File: config.mk
export PLATFORM = sky130hd
export DESIGN_NAME = memory_cycle
export DESIGN_NICKNAME = d
export VERILOG_FILES = /design/src/rtl/pipe_pkg.sv /design/src/rtl/dmem_handshake.sv /design/src/rtl/memory_cycle.sv
export SDC_FILE = /design/constraint.sdc
export NUM_CORES = 1
export LEC_CHECK = 0
export CAP_MARGIN = 20
export CORE_AREA = 2 2 121 123
export DETAILED_ROUTE_END_ITERATION = 7
export DIE_AREA = 0 0 123 125
export PLACE_DENSITY_LB_ADDON = 0.1
export REMOVE_ABC_BUFFERS = 1
export SKIP_LAST_GASP = 1
export SLEW_MARGIN = 20
export SYNTH_ARGS = -nofsm -noshare
export SYNTH_HDL_FRONTEND = slang
export SYNTH_HIERARCHICAL = 1
export SYNTH_SLANG_ARGS = --single-unit
File: constraint.sdc
create_clock -name clk -period 5.9 [get_ports clk]
set_clock_uncertainty 0.2 [all_clocks]
set_input_delay 1.77 -clock clk [delete_from_list [all_inputs] [get_ports clk]]
set_output_delay 1.77 -clock clk [all_outputs]
set_load 0.02 [all_outputs]
File: src/rtl/pipe_pkg.sv
// Shared definitions for the memory-stage access path: widths, FSM encoding,
// default timeout and a word-address helper.
package pipe_pkg;
  localparam int XLEN            = 32;
  localparam int REG_W           = 5;
  localparam int CNT_W           = 8;
  localparam int TIMEOUT_DEFAULT = 255;

  typedef enum logic [1:0] {
    ST_IDLE = 2'd0,
    ST_REQ  = 2'd1,
    ST_RESP = 2'd2
  } state_t;

  function automatic logic [XLEN-1:0] word_addr(input logic [XLEN-1:0] addr);
    return {addr[XLEN-1:2], 2'b00};
  endfunction
endpackage

File: src/rtl/dmem_handshake.sv
// Data-memory request/response handshake FSM with an access timeout counter.
// Produces request valid plus complete/stall/err qualifiers for the W register.
module dmem_handshake
  import pipe_pkg::*;
#(
  parameter int TIMEOUT = TIMEOUT_DEFAULT
) (
  input  logic clk,
  input  logic rst,
  input  logic access,
  input  logic misaligned,
  input  logic is_load,
  input  logic dmem_ready,
  input  logic dmem_rvalid,
  output logic dmem_req,
  output logic complete,
  output logic stall,
  output logic err
);
  localparam logic [CNT_W-1:0] LIMIT = CNT_W'(TIMEOUT - 1);

  state_t           state_r;
  state_t           state_nxt_s;
  logic [CNT_W-1:0] count_r;
  logic             req_s;
  logic             stall_raw_s;
  logic             complete_s;
  logic             misal_err_s;
  logic             abort_s;

  // Next-state and handshake qualifiers; rvalid only matters in RESP.
  always_comb begin
    state_nxt_s = state_r;
    req_s       = 1'b0;
    stall_raw_s = 1'b0;
    complete_s  = 1'b0;
    misal_err_s = 1'b0;
    case (state_r)
      ST_IDLE, ST_REQ: begin
        if (state_r == ST_IDLE && !access) begin
          state_nxt_s = ST_IDLE;
        end else if (state_r == ST_IDLE && misaligned) begin
          misal_err_s = 1'b1;
        end else begin
          req_s = 1'b1;
          if (dmem_ready && !is_load) begin
            complete_s  = 1'b1;
            state_nxt_s = ST_IDLE;
          end else if (dmem_ready) begin
            stall_raw_s = 1'b1;
            state_nxt_s = ST_RESP;
          end else begin
            stall_raw_s = 1'b1;
            state_nxt_s = ST_REQ;
          end
        end
      end
      ST_RESP: begin
        if (dmem_rvalid) begin
          complete_s  = 1'b1;
          state_nxt_s = ST_IDLE;
        end else begin
          stall_raw_s = 1'b1;
          state_nxt_s = ST_RESP;
        end
      end
      default: begin
        state_nxt_s = ST_IDLE;
      end
    endcase
  end

  // A stalled cycle at the limit aborts; a completing cycle never stalls, so completion wins.
  assign abort_s  = stall_raw_s & (count_r == LIMIT);
  assign dmem_req = rst & req_s;
  assign complete = rst & complete_s;
  assign stall    = rst & stall_raw_s & ~abort_s;
  assign err      = rst & (misal_err_s | abort_s);

  // State register and cycle counter; the counter restarts whenever the FSM returns to IDLE.
  always_ff @(posedge clk or negedge rst) begin
    if (!rst) begin
      state_r <= ST_IDLE;
      count_r <= '0;
    end else if (abort_s || state_nxt_s == ST_IDLE) begin
      state_r <= ST_IDLE;
      count_r <= '0;
    end else begin
      state_r <= state_nxt_s;
      count_r <= count_r + CNT_W'(1);
    end
  end
endmodule

File: src/rtl/memory_cycle.sv
// Memory pipeline stage: drives the data-memory port for loads/stores and
// holds the M-to-W pipeline register, inserting bubbles while stalled.
module memory_cycle
  import pipe_pkg::*;
#(
  parameter int TIMEOUT = TIMEOUT_DEFAULT
) (
  input  logic             clk,
  input  logic             rst,
  input  logic             RegWriteM,
  input  logic             MemWriteM,
  input  logic             ResultSrcM,
  input  logic [REG_W-1:0] RD_M,
  input  logic [XLEN-1:0]  PCPlus4M,
  input  logic [XLEN-1:0]  WriteDataM,
  input  logic [XLEN-1:0]  ALU_ResultM,
  output logic             dmem_req,
  output logic             dmem_we,
  output logic [XLEN-1:0]  dmem_addr,
  output logic [XLEN-1:0]  dmem_wdata,
  input  logic             dmem_ready,
  input  logic             dmem_rvalid,
  input  logic [XLEN-1:0]  dmem_rdata,
  output logic             StallM,
  output logic             RegWriteW,
  output logic             ResultSrcW,
  output logic [REG_W-1:0] RD_W,
  output logic [XLEN-1:0]  PCPlus4W,
  output logic [XLEN-1:0]  ALU_ResultW,
  output logic [XLEN-1:0]  ReadDataW,
  output logic             ErrW
);
  logic access_s;
  logic misaligned_s;
  logic is_load_s;
  logic complete_s;
  logic stall_s;
  logic err_s;

  assign access_s     = MemWriteM | ResultSrcM;
  assign misaligned_s = access_s & (ALU_ResultM[1:0] != 2'b00);
  // A store with ResultSrcM also set is still treated as a store.
  assign is_load_s    = ResultSrcM & ~MemWriteM;
  assign dmem_addr    = word_addr(ALU_ResultM);
  assign dmem_wdata   = WriteDataM;
  assign dmem_we      = MemWriteM;
  assign StallM       = stall_s;

  dmem_handshake #(.TIMEOUT(TIMEOUT)) u_handshake (
    .clk         (clk),
    .rst         (rst),
    .access      (access_s),
    .misaligned  (misaligned_s),
    .is_load     (is_load_s),
    .dmem_ready  (dmem_ready),
    .dmem_rvalid (dmem_rvalid),
    .dmem_req    (dmem_req),
    .complete    (complete_s),
    .stall       (stall_s),
    .err         (err_s)
  );

  // M-to-W register: bubble while stalled, error load on misalign/abort, normal load otherwise.
  always_ff @(posedge clk or negedge rst) begin
    if (!rst) begin
      RegWriteW   <= 1'b0;
      ResultSrcW  <= 1'b0;
      RD_W        <= '0;
      PCPlus4W    <= '0;
      ALU_ResultW <= '0;
      ReadDataW   <= '0;
      ErrW        <= 1'b0;
    end else if (stall_s) begin
      RegWriteW <= 1'b0;
      ErrW      <= 1'b0;
    end else begin
      ResultSrcW  <= ResultSrcM;
      RD_W        <= RD_M;
      PCPlus4W    <= PCPlus4M;
      ALU_ResultW <= ALU_ResultM;
      if (err_s) begin
        RegWriteW <= 1'b0;
        ReadDataW <= '0;
        ErrW      <= 1'b1;
      end else begin
        RegWriteW <= RegWriteM;
        ReadDataW <= (complete_s && is_load_s) ? dmem_rdata : 32'h0000_0000;
        ErrW      <= 1'b0;
      end
    end
  end
endmodule

==> results by group <==
Status
  • Outcome: completed

GRT
  • Met2 Usage GRT: 0.2905
  • Pin count of the biggest net entering global routing: 73
  • Antenna violations before repair: 0
  • First-pass GRT wire length: 20.98 mm
  • Met3 Use GR: 0.1022
  • GR Util All Layers: 0.1859
  • Met1 global-route usage: 0.2139
  • Global-route congestion overflow total: 0
  • Most crowded layer after global routing: met2
  • Via count of the first global-routing pass: 3,648

STA
  • Tightest slew margin relative to the limit: 0.3891
  • Worst-Margin Slew: 916.4 ps
  • RSZ-0062 raised after global routing: false
  • Final setup fails: 0
  • Fmax: 173.1 MHz
  • Post-route fraction of the period consumed by the critical path: 0.9790
  • Total count of max-transition violations in the final report: 0
  • Final hold violation count: 0
  • Final Critical Period: 5776 ps

Clock network
  • Number of setup buffers added after CTS: 0
  • Total clock sinks: 114
  • TritonCTS buffer count: 17
  • Count of hold buffers inserted by post-cts repair: 0
  • Number of cells upsized or downsized after cts: 0
  • Clock Tree Buf Depth: 2
  • Insertion delay of the later-clocked pin in the worst-skew pair: 410 ps
  • Root Buffer Master: sky130_fd_sc_hd__clkbuf_16
  • Clock tree from TritonCTS: yes
  • Clock transition time at the flip-flop clock pins of the worst setup and hold paths: 50 ps
  • H-tree Lvls: 4

Route
  • Vias: 3,525
  • Number of DRC violations after detailed-routing iteration 0: 134
  • DRC: 0
  • Overall routed net length: 14.19 mm
  • Count of antenna-violating nets left after detailed routing: 0
  • Number of optimization iterations in the first detailed-route pass: 4
  • Number of vias per cell after detailed routing: 4.764
  • Routed wire per std cell: 19.17 microns

Finish
  • Share of layout cells above drive strength 1: 0.2140
  • Leading cell types in the layout, fill and taps excluded: sky130_fd_sc_hd__clkdlybuf4s50_1, sky130_fd_sc_hd__dfrtp_1, sky130_fd_sc_hd__mux2_2, sky130_fd_sc_hd__a32o_1, sky130_fd_sc_hd__clkbuf_16
  • Number of nets at the end of the flow: 685
  • Most common cell after layout, fill and taps aside: sky130_fd_sc_hd__clkdlybuf4s50_1
  • Layout overhead on the synthesized area: 55.68%
  • Antenna diode count: 0
  • Area of all placed cells without fillers: 7669 sq um

Logic synthesis
  • Post-synth cell types: 35
  • Syn_area_per_cell: 13.92 sq um
  • Flip-flop cell with the highest count after synthesis: sky130_fd_sc_hd__dfrtp_1
  • Number of enable flip-flop cells after synthesis: 0
  • Number of cells produced by synthesis: 354
  • Register area share after synthesis: 0.5791
  • Share of synthesized flip-flops with an asynchronous set or reset: 1.000
  • Mapped cell area: 4926 sq um
  • Count of synthesis-stage warnings from yosys: 6
  • Number of flip-flops and latches in the synthesized netlist: 114

Place
  • Total half-perimeter wirelength after legalization and detailed placement: 10.28 mm
  • Count of input and output buffers: 244
  • Last weighted congestion value of the routability-driven placer: 0.7497
  • Cell area after placement: 7077 sq um

Worst setup path
  • Worst setup slack for register-to-register paths: 2840 ps
  • CP Class: in -> out
  • Kind of end point of the critical path: output port
  • Critical path launch point type: primary input
  • Worst setup path startpoint: ResultSrcM
  • End of the critical path: dmem_req
  • Path depth of the worst reg2reg path: 6
  • Critical path arrival: 3810 ps
  • Reg2reg end: PCPlus4W[15]
  • Required time of the critical path: 3930 ps
  • Start of the worst register-to-register path: u_handshake/state_r[1]
  • Largest fanout of any net on the critical path: 4

Die
  • Io pins: 311
  • Core Footprint: 14,200 sq um
  • Die width: 123 microns
  • Chip Height: 125 microns
  • Number of standard-cell rows in the floorplan: 44
  • Die outline area: 15,380 sq um
  • Initial core utilization: 0.3468

Pwr
  • Overall power consumption: 2.303 mW
  • Switching power: 0.5724 mW
  • Power Dens Cells: 300.3 nW/um^2
  • Peak supply drop: 0.0001634 V
  • Internal power component: 1.731 mW
  • Lkg Pwr: 3.152 nW
  • Sequential group share of total power: 0.375
  • Switching part of the total power: 0.2485
  • Combinational Power Share: 0.186
  • Clock power share: 0.439

Worst hold path
  • Hold Path Class: reg -> reg

Flow run
  • Number of maximum-capacitance constraint violations: 0
kinds of logic after synthesis:
family,share of synthesized area
flip-flops,0.5791
multiplexers,0.1600
XOR/XNOR,0.01067
adder cells (fa/ha/maj),0.005079
AND/OR/NAND/NOR,0.04318
buffers and inverters,0.1240
AO/OA/AOI/OAI,0.07722
other,0.0007613
through the flow:
| stage | utilization | setup TNS (ps) | hold slack, ps | cells | setup slack [ps] |
|---|---|---|---|---|---|
| floorplan | - | -262970 | 274.3 | 272 | -3288 |
| global placement | 0.4982 | 0 | 271.4 | 708 | 143.2 |
| detailed placement | 0.4982 | 0 | 278.9 | 708 | 143.7 |
| CTS | 0.5399 | 0 | 291.2 | 740 | 122.3 |
| global route | 0.5399 | 0 | 304.7 | 740 | 29.64 |
| finish | 0.5399 | 0 | 285.8 | 740 | 123.7 |
power by group through the flow:
stage          clock network [mW]  logic, mW  registers, mW
2_1_floorplan                   0      0.106          0.942
3_3_place_gp                    0      0.431          0.876
3_5_place_dp                    0      0.434          0.878
4_1_cts                      1.04      0.436          0.864
5_1_grt                      1.09      0.456          0.871
6_report                     1.01      0.428          0.864
layout make-up:
type,count,area [sq um]
Clock inverter,9,103.9
Sequential cell,114,2853
Multi-Input combinational cell,156,1476
Inverter,2,7.507
Clock buffer,23,488.0
Timing Repair Buffer,252,2510
Tap cell,184,230.2
Fill cell,1196,6535
cell usage after synthesis (2+ instances only):
| master | count | area (sq um) |
|---|---|---|
| sky130_fd_sc_hd__a32o_1 | 32 | 320.3 |
| sky130_fd_sc_hd__and2_1 | 2 | 12.51 |
| sky130_fd_sc_hd__buf_2 | 5 | 25.02 |
| sky130_fd_sc_hd__buf_4 | 68 | 510.5 |
| sky130_fd_sc_hd__buf_6 | 4 | 45.04 |
| sky130_fd_sc_hd__clkbuf_1 | 6 | 22.52 |
| sky130_fd_sc_hd__dfrtp_1 | 114 | 2853 |
| sky130_fd_sc_hd__ha_1 | 2 | 25.02 |
| sky130_fd_sc_hd__inv_1 | 2 | 7.510 |
| sky130_fd_sc_hd__mux2_2 | 70 | 788.3 |
| sky130_fd_sc_hd__nand2_1 | 6 | 22.52 |
| sky130_fd_sc_hd__nand3_1 | 3 | 15.01 |
| sky130_fd_sc_hd__nor2_1 | 11 | 41.29 |
| sky130_fd_sc_hd__nor2b_1 | 4 | 25.02 |
| sky130_fd_sc_hd__xnor2_1 | 4 | 35.03 |
| sky130_fd_sc_hd__xor2_1 | 2 | 17.52 |
how the worst min path moves through the flow:
stage	start	end	depth (start not counted)
3_3_place_gp	ReadDataW[10]	ReadDataW[10]	1
4_1_cts	ReadDataW[17]	ReadDataW[17]	1
2_1_floorplan	u_handshake/count_r[0]	u_handshake/count_r[0]	1
3_5_place_dp	ReadDataW[12]	ReadDataW[12]	1
6_report	ReadDataW[17]	ReadDataW[17]	1
5_1_grt	ReadDataW[17]	ReadDataW[17]	1
metal layers:
metal / routed length (microns) / vias up
li1: - / 1568
met1: 5312 / 1748
met2: 6913 / 191
met3: 1726 / 18
met4: 236 / 0
met5: 0 / -
worst max-delay path, stage by stage:
cell and delay (ps):
sky130_fd_sc_hd__clkdlybuf4s50_1 450, sky130_fd_sc_hd__or2_2 340, sky130_fd_sc_hd__o21a_1 120, sky130_fd_sc_hd__nand2b_1 170
sky130_fd_sc_hd__a21oi_1 190, sky130_fd_sc_hd__and2_1 160, sky130_fd_sc_hd__clkdlybuf4s50_1 600
sequential cells by signal, summed over array words and instances, names as in the netlist:
register,cells
ReadDataW,32
ALU_ResultW,32
ErrW,1
PCPlus4W,32
ResultSrcW,1
u_handshake/count_r,8
RD_W,5
RegWriteW,1
u_handshake/state_r,2
No activity file was read; power rests on OpenSTA's default activity.
